<file path="config.mk">
export PLATFORM = sky130hd
export DESIGN_NAME = keypad_scan_ctrl
export DESIGN_NICKNAME = d
export VERILOG_FILES = /design/src/rtl/calc_pkg.sv /design/src/rtl/scan_tick_gen.sv /design/src/rtl/keypad_scan_ctrl.sv
export SDC_FILE = /design/constraint.sdc
export NUM_CORES = 1
export LEC_CHECK = 0
export ABC_AREA = 1
export CORE_ASPECT_RATIO = 2
export CORE_MARGIN = 2
export CORE_UTILIZATION = 60
export CTS_CLUSTER_DIAMETER = 60
export CTS_CLUSTER_SIZE = 25
export DETAILED_ROUTE_END_ITERATION = 12
export MAX_ROUTING_LAYER = met4
export PLACE_DENSITY = 0.81
export SLEW_MARGIN = 5
export SYNTH_ARGS = -nofsm -noshare
export SYNTH_HDL_FRONTEND = slang
export SYNTH_HIERARCHICAL = 1
export SYNTH_SLANG_ARGS = --single-unit
export TNS_END_PERCENT = 30
</file>
<file path="constraint.sdc">
create_clock -name clk -period 4.5 [get_ports clk]
set_input_delay 1.35 -clock clk [delete_from_list [all_inputs] [get_ports clk]]
set_output_delay 1.35 -clock clk [all_outputs]
set_load 0.05 [all_outputs]
</file>
<file path="src/rtl/calc_pkg.sv">
`default_nettype none
// ----------------------------------------------------------------------------
// calc_pkg -- shared calculator key codes, keypad scan states, key-map lookup
// Rev 1.0
// ----------------------------------------------------------------------------
package calc_pkg;

  localparam logic [3:0] KEY_0   = 4'd0;
  localparam logic [3:0] KEY_1   = 4'd1;
  localparam logic [3:0] KEY_2   = 4'd2;
  localparam logic [3:0] KEY_3   = 4'd3;
  localparam logic [3:0] KEY_4   = 4'd4;
  localparam logic [3:0] KEY_5   = 4'd5;
  localparam logic [3:0] KEY_6   = 4'd6;
  localparam logic [3:0] KEY_7   = 4'd7;
  localparam logic [3:0] KEY_8   = 4'd8;
  localparam logic [3:0] KEY_9   = 4'd9;
  localparam logic [3:0] KEY_X   = 4'd10;
  localparam logic [3:0] KEY_Y   = 4'd11;
  localparam logic [3:0] KEY_CLR = 4'd12;
  localparam logic [3:0] KEY_ADD = 4'd13;
  localparam logic [3:0] KEY_SUB = 4'd14;
  localparam logic [3:0] KEY_EQ  = 4'd15;

  typedef enum logic [1:0] {
    SCAN     = 2'd0,
    DEBOUNCE = 2'd1,
    HELD     = 2'd2
  } kp_state_e;

  function automatic logic [1:0] onehot_idx(input logic [3:0] v);
    logic [1:0] idx;
    case (v)
      4'b0010: idx = 2'd1;
      4'b0100: idx = 2'd2;
      4'b1000: idx = 2'd3;
      default: idx = 2'd0;
    endcase
    return idx;
  endfunction

  // Index is {row, col}; pure table, no arithmetic on the position.
  function automatic logic [3:0] key_lookup(input logic [1:0] row, input logic [1:0] col);
    logic [3:0] code;
    case ({row, col})
      4'b00_00: code = KEY_1;
      4'b00_01: code = KEY_4;
      4'b00_10: code = KEY_7;
      4'b00_11: code = KEY_0;
      4'b01_00: code = KEY_2;
      4'b01_01: code = KEY_5;
      4'b01_10: code = KEY_8;
      4'b01_11: code = KEY_ADD;
      4'b10_00: code = KEY_3;
      4'b10_01: code = KEY_6;
      4'b10_10: code = KEY_9;
      4'b10_11: code = KEY_SUB;
      4'b11_00: code = KEY_X;
      4'b11_01: code = KEY_Y;
      4'b11_10: code = KEY_CLR;
      default:  code = KEY_EQ;
    endcase
    return code;
  endfunction

endpackage
`default_nettype wire

</file>
<file path="src/rtl/scan_tick_gen.sv">
`default_nettype none
// ----------------------------------------------------------------------------
// scan_tick_gen -- free-running prescaler, one-clock tick every DIV clocks
// Rev 1.0
// ----------------------------------------------------------------------------
module scan_tick_gen #(
  parameter int DIV = 30000
) (
  input  logic clk,
  input  logic reset,
  output logic tick_o
);

  localparam int          W    = $clog2(DIV);
  localparam logic [W-1:0] LAST = W'(DIV - 1);

  logic [W-1:0] cnt_q, cnt_d;

  always_comb begin
    cnt_d = (cnt_q == LAST) ? '0 : cnt_q + W'(1);
  end

  always_ff @(posedge clk or negedge reset) begin
    if (!reset) cnt_q <= '0;
    else        cnt_q <= cnt_d;
  end

  assign tick_o = (cnt_q == LAST);

endmodule
`default_nettype wire

</file>
<file path="src/rtl/keypad_scan_ctrl.sv">
`default_nettype none
// ----------------------------------------------------------------------------
// keypad_scan_ctrl -- 4x4 keypad scanner, debouncer and key-event buffer
// Rev 1.0
// ----------------------------------------------------------------------------
module keypad_scan_ctrl
  import calc_pkg::*;
#(
  parameter int SCAN_DIV   = 30000,
  parameter int DEBOUNCE_N = 4
) (
  input  logic       clk,
  input  logic       reset,
  input  logic [3:0] row_in,
  output logic [3:0] col_out,
  output logic       key_valid,
  output logic [3:0] key_code,
  input  logic       key_ready,
  output logic       key_lost,
  output logic       key_down
);

  localparam logic [3:0] DEB_N = 4'(DEBOUNCE_N);

  logic       tick;
  kp_state_e  state_q, state_d;
  logic [3:0] col_q, col_d, row_q, row_d;
  logic [3:0] cnt_q, cnt_d, rel_q, rel_d;
  logic [3:0] code_q, code_d;
  logic       valid_q, valid_d, lost_q, lost_d, down_q, down_d;
  logic       accept;
  logic [3:0] col_next, cnt_inc, rel_inc, new_code;

  scan_tick_gen #(.DIV(SCAN_DIV)) u_tick (
    .clk    (clk),
    .reset  (reset),
    .tick_o (tick)
  );

  assign col_next = {col_q[2:0], col_q[3]};
  assign cnt_inc  = (cnt_q >= DEB_N) ? DEB_N : cnt_q + 4'd1;
  assign rel_inc  = (rel_q >= DEB_N) ? DEB_N : rel_q + 4'd1;
  // At accept time row_in equals the captured row, so decode it directly.
  assign new_code = key_lookup(onehot_idx(row_in), onehot_idx(col_q));

  always_comb begin
    state_d = state_q;
    col_d   = col_q;
    row_d   = row_q;
    cnt_d   = cnt_q;
    rel_d   = rel_q;
    down_d  = down_q;
    accept  = 1'b0;
    if (tick) begin
      case (state_q)
        SCAN: begin
          if ($onehot(row_in)) begin
            row_d = row_in;
            cnt_d = 4'd1;
            if (DEB_N == 4'd1) begin
              accept  = 1'b1;
              down_d  = 1'b1;
              rel_d   = 4'd0;
              state_d = HELD;
            end else begin
              state_d = DEBOUNCE;
            end
          end else begin
            col_d = col_next;
          end
        end
        DEBOUNCE: begin
          if (row_in == row_q) begin
            cnt_d = cnt_inc;
            if (cnt_inc == DEB_N) begin
              accept  = 1'b1;
              down_d  = 1'b1;
              rel_d   = 4'd0;
              state_d = HELD;
            end
          end else begin
            col_d   = col_next;
            state_d = SCAN;
          end
        end
        HELD: begin
          if ((row_in & row_q) == 4'd0) begin
            rel_d = rel_inc;
            if (rel_inc == DEB_N) begin
              down_d  = 1'b0;
              col_d   = col_next;
              state_d = SCAN;
            end
          end else begin
            rel_d = 4'd0;
          end
        end
        default: state_d = SCAN;
      endcase
    end
  end

  // Single-entry buffer: a completing transfer frees the slot in the same cycle.
  always_comb begin
    valid_d = valid_q;
    code_d  = code_q;
    lost_d  = 1'b0;
    if (accept) begin
      if (!valid_q || key_ready) begin
        valid_d = 1'b1;
        code_d  = new_code;
      end else begin
        lost_d = 1'b1;
      end
    end else if (valid_q && key_ready) begin
      valid_d = 1'b0;
    end
  end

  always_ff @(posedge clk or negedge reset) begin
    if (!reset) begin
      state_q <= SCAN;
      col_q   <= 4'b0001;
      row_q   <= 4'd0;
      cnt_q   <= 4'd0;
      rel_q   <= 4'd0;
      code_q  <= 4'd0;
      valid_q <= 1'b0;
      lost_q  <= 1'b0;
      down_q  <= 1'b0;
    end else begin
      state_q <= state_d;
      col_q   <= col_d;
      row_q   <= row_d;
      cnt_q   <= cnt_d;
      rel_q   <= rel_d;
      code_q  <= code_d;
      valid_q <= valid_d;
      lost_q  <= lost_d;
      down_q  <= down_d;
    end
  end

  assign col_out   = col_q;
  assign key_valid = valid_q;
  assign key_code  = code_q;
  assign key_lost  = lost_q;
  assign key_down  = down_q;

endmodule
`default_nettype wire
</file>
# Yosys cells after proc, flatten, opt, wreduce, memory -nomap -nowiden
# Memories as Yosys holds them, arrays and structs flattened. A register that Yosys moved wholly into a read port is not among the register bits.
# Index checks and enable logic that the tools add are counted.
# classes
n_reduce_logical	18
n_eq_ne	22
multipliers	0
add_sub_neg	6
n_lt_le_gt_ge	2
n_mux	37
n_div	0
n_bitwise	1
n_shift	0
# ops
operator	count
4-bit two-way mux	11
2-bit one-hot mux with 3 select lines	3
4-bit by 3-bit == test with 1-bit output, second input constant	4
4-bit one-hot mux with 2 select lines	2
15-bit by 1-bit adder with 15-bit output, second input constant	1
15-bit == test, second input constant	1
15-bit two-way mux	1
2-bit != test, second input constant	7
1-bit two-way mux	13
4-bit one-hot mux with 3 select lines	1
6-bit AND reduction	2
2-bit two-way mux	5
4-bit by 1-bit adder with 4-bit output, second input constant	2
4-bit by 2-bit == test with 1-bit output, second input constant	2
4-bit == test, second input constant	2
4-bit by 3-bit greater-or-equal comparator with 1-bit output, second input constant	2
4-bit AND reduction	2
2-bit nonzero test	3
5-bit AND reduction	1
1-bit by 1-bit adder with 2-bit output	2
4-bit AND	1
4-bit == test	1
4-bit logical NOT	1
2-bit AND reduction	2
other kinds (13)	14
# totals
elab_cells	96
rom_bits	64
ram_bits	0
n_memories	1
regBits	36
latchBits	0
inputBits	7
output_inout_bits	11
# mem_list
name	words	word_bits	read_ports	rd_ports_with_merged_regs	wr	line	rtl
(name not given)	16	4	1	1	0	calc_pkg.sv:45	case ({row, col})

# Depth between registers and ports, before layout
# logic_depth
ltp_word	9
ltp_mapped	12
depth_no_buf	12

# Hierarchy
# The synthesis kept the hierarchy.
# modules_own_cells
mod	seq_area_each_um2	instances	cells_each	area_each_um2
keypad_scan_ctrl	626.9	1	208	1539.0
scan_tick_gen	375.4	1	127	888.4

# Worst setup path after synthesis
# No wires, ideal clock.
# synth_timing
kind	input -> register
start	input port row_in[0]
end	register cnt_q[1] (netlist name)
n_path_buf	1
setup_slack_ps	1237
t_arrival_ps	3145
stages	12
setup_time_ps	118
t_required_ps	4382
cell_sequence	inv_1 fa_1 inv_1 ha_1 ha_1 nor2_1 nand2_1 nor2_1 nand2_1 buf_2 nand3_1 nand2_1
# synth_lines
element	line	rtl
start, declared	keypad_scan_ctrl.sv:14	input logic [3:0] row_in,

==> out/qor.yml <==
synth:
  synth_mux_area_frac: 0
  synth_fa_ha_area_frac: 0.0753
  synth-seq-area-share: 0.413
  synth_top_family_by_area: "simple AND/OR/NAND/NOR gates"
  synth_area_per_cell_um2: 7.25
  ys_ff_latch: 40
  ys_types: 24
  syn-num-nets: 356
  synthesis.area_um2: 2430
  synth_xor_xnor_area_share: 0.0108
  syn_inst: 335
  synth_compound_area_frac: 0.0557
  synthSimpleGateAreaFrac: 0.361
  yosys_warnings: 6
cts:
  cts_setup_buffers: 0
  hold_buffers: 0
  cts_sinks: 40
  insertion_delay_ns: 0.29
  post_cts_resized: 0
  cts_buffer_depth: 2
  tritoncts: "done"
  htreeDepth: 2
  root_buffer: "clkbuf_8"
  clk_pin_slew_ns: 0.07
  cts_buffers: 5
power_and_ir_drop:
  power_mw: 0.628
  p_leak_nw: 1.47
  vdd_drop_max_mv: 0.178
  power_density_nw_per_um2: 230
detailed_routing:
  wl_per_cell_um: 11.8
  dr_total_vias: 2107
  drt_drc_violations_left: 0
  vias_per_cell: 5.14
  route.met2.wl_um: 2760
  wirelength_um: 4840
  drtIter0Drc: 65
  top_layer_used: "met4"
  route.met3.wl_um: 82
  met1Wirelength_um: 1820
  ant_nets: 0
  drtPass1Iterations: 4
grt:
  grt_overflow_total: 0
  track_usage: 0.255
  grt_antenna_before_repair: 0
  grt_max_degree: 41
  grt_pass1_vias: 2192
  grt_pass1_wl_um: 8740
place:
  place_ws_ns: 0.349
  io_buffers: 17
  hpwlAfterDp_um: 3840
  finalWeightedCongestion: 0.792
  dpl_cell_area_um2: 2650
floorplan:
  initial_core_util: 0.625
  core_area_um2: 3880
  die_x_um: 49.0
  die-area_um2: 4600
  rows: 32
  die_y_um: 94.0
  pin_count: 18
sta:
  rsz0062_at_grt: "false"
  slew_viol_final: 0
  tightestPinTransition_ns: 0.862
  relSlewSlack: 0.425
  setup_viol: 0
  period_needed_ns: 3.88
  finalCritPeriodShare: 0.862
  setup_ws_ns: 0.619
  hold_viol: 0
  fmax_mhz: 258
  tns_ns: 0
  skew_ns: 0.00623
finish:
  diodes: 0
  areaGrowthSynthToFinish_pct: 12.6
  design_area_um2: 2730
  drive_above_1_share: 0.0808
  nets: 379
critical_path:
  critPathLaunchType: "input port"
  worst_ep_required_time_ns: 4.71
  critical_path.max_fanout: 11
  path_class: "in2reg"
  endpoint_kind: "register"
  cp_data_arrival_time_ns: 4.09
status:
  status: "finished clean"
run:
  maxCapViolations: 0
min_path:
  worstHoldPathType: "reg2reg"
-- Yosys cell counts --
| cell type | n | share of area |
|---|---|---|
| nand2_1 | 108 | 0.17 |
| inv_1 | 48 | 0.074 |
| nor2_1 | 45 | 0.070 |
| dfrtp_1 | 39 | 0.40 |
| nand3_1 | 22 | 0.045 |
| ha_1 | 13 | 0.067 |
| o21ai_0 | 12 | 0.025 |
| nand4_1 | 11 | 0.028 |
| a21oi_1 | 5 | 0.010 |
| nor2_4 | 5 | 0.023 |
| inv_2 | 4 | 0.0062 |
| nand2_2 | 4 | 0.010 |
| nor2_2 | 4 | 0.010 |
| o21ai_1 | 3 | 0.0062 |
| xor2_1 | 3 | 0.011 |
| a21boi_2 | 1 | 0.0046 |
| a21oi_4 | 1 | 0.0067 |
| and2_1 | 1 | 0.0026 |
| buf_2 | 1 | 0.0021 |
| clkinv_2 | 1 | 0.0021 |
| dfstp_2 | 1 | 0.011 |
| fa_1 | 1 | 0.0082 |
| nand3_2 | 1 | 0.0041 |
| o21bai_1 | 1 | 0.0031 |
-- final timing paths --
check,end,from,slack (ns),depth (start not counted)
min in group asynchronous,u_tick/cnt_q[3]$_DFF_PN0_,reset,1.17,1
worst min-delay path,key_code[2]$_DFFE_PN0P_,key_code[2]$_DFFE_PN0P_,0.48,2
worst max-delay path,cnt_q[0]$_DFFE_PN0P_,row_in[3],0.62,13
worst max register to register,state_q[0]$_DFFE_PN0P_,u_tick/cnt_q[0]$_DFF_PN0_,2.40,11
max in group asynchronous,rel_q[2]$_DFFE_PN0P_,reset,2.78,1
worst min register to register,key_code[2]$_DFFE_PN0P_,key_code[2]$_DFFE_PN0P_,0.48,2
-- flip-flops by register name, summed over array words and instances (netlist names) --
register	cells
key_valid	1
key_down	1
state_q	2
col_out	4
u_tick/cnt_q	15
rel_q	4
key_lost	1
key_code	4
row_q	4
cnt_q	4
-- report_power, final --
| group | leakage, nW | total (mW) | internal [mW] | switching [mW] |
|---|---|---|---|---|
| clock network | 0.0422 | 0.230 | 0.109 | 0.121 |
| logic | 0.893 | 0.0394 | 0.0138 | 0.0256 |
| registers | 0.530 | 0.359 | 0.359 | 0.00000000000000000858 |
| total | 1.47 | 0.628 | 0.482 | 0.146 |
-- layer usage --
layer,GRT usage,up-vias
li1,-,1081
met1,0.220,985
met2,0.507,26
met3,0.0287,15
met4,0.145,0
met5,-,-
-- stage by stage --
stage	utilization	std cells	hold slack [ns]
after floorplan	-	335	0.454
after global placement	0.683	402	0.467
after detailed placement	0.683	402	0.465
after CTS	0.704	410	0.484
after global routing	0.704	410	0.517
final	0.704	410	0.483
-- placed cells by master (no fill, tap or decap), drive strengths merged --
cell type / netlist / final
nand4: 11 / 11
nand3: 23 / 23
o21ai: 15 / 15
and2: 1 / 1
a21boi: 1 / 1
clkinv: 1 / 2
nor2: 54 / 54
dfrtp: 39 / 39
xor2: 3 / 3
nand2: 112 / 112
inv: 52 / 52
dfstp: 1 / 1
buf: 1 / 1
o21bai: 1 / 1
fa: 1 / 1
ha: 13 / 13
clkbuf: 0 / 7
a21oi: 6 / 6
clkdlybuf4s50: 0 / 16
-- kinds of logic after synthesis --
logic type / after synthesis
compound gates: 23
xor+xnor: 3
fa+ha+maj: 14
buf+inv: 54
flops: 40
simple gates: 201
-- critical path: stages --
cell and delay (ns):
clkdlybuf4s50_1 0.54, inv_1 0.12, fa_1 0.49, inv_1 0.04
ha_1 0.18, ha_1 0.27, nor2_1 0.14, nand2_1 0.07
nor2_1 0.20, nand2_1 0.26, nand2_1 0.24, nor2_1 0.06
a21oi_1 0.13
-- area by class of cell --
type,count,area (um^2)
multi-input cells,241,1220
fillers,348,1150
flip-flops and latches,40,1000
inverters,53,200
repair buffers,17,165
clock buffers,7,76.3
well taps,51,63.8
clock inverters,1,5.00
Power figures use the tool's default switching activity.
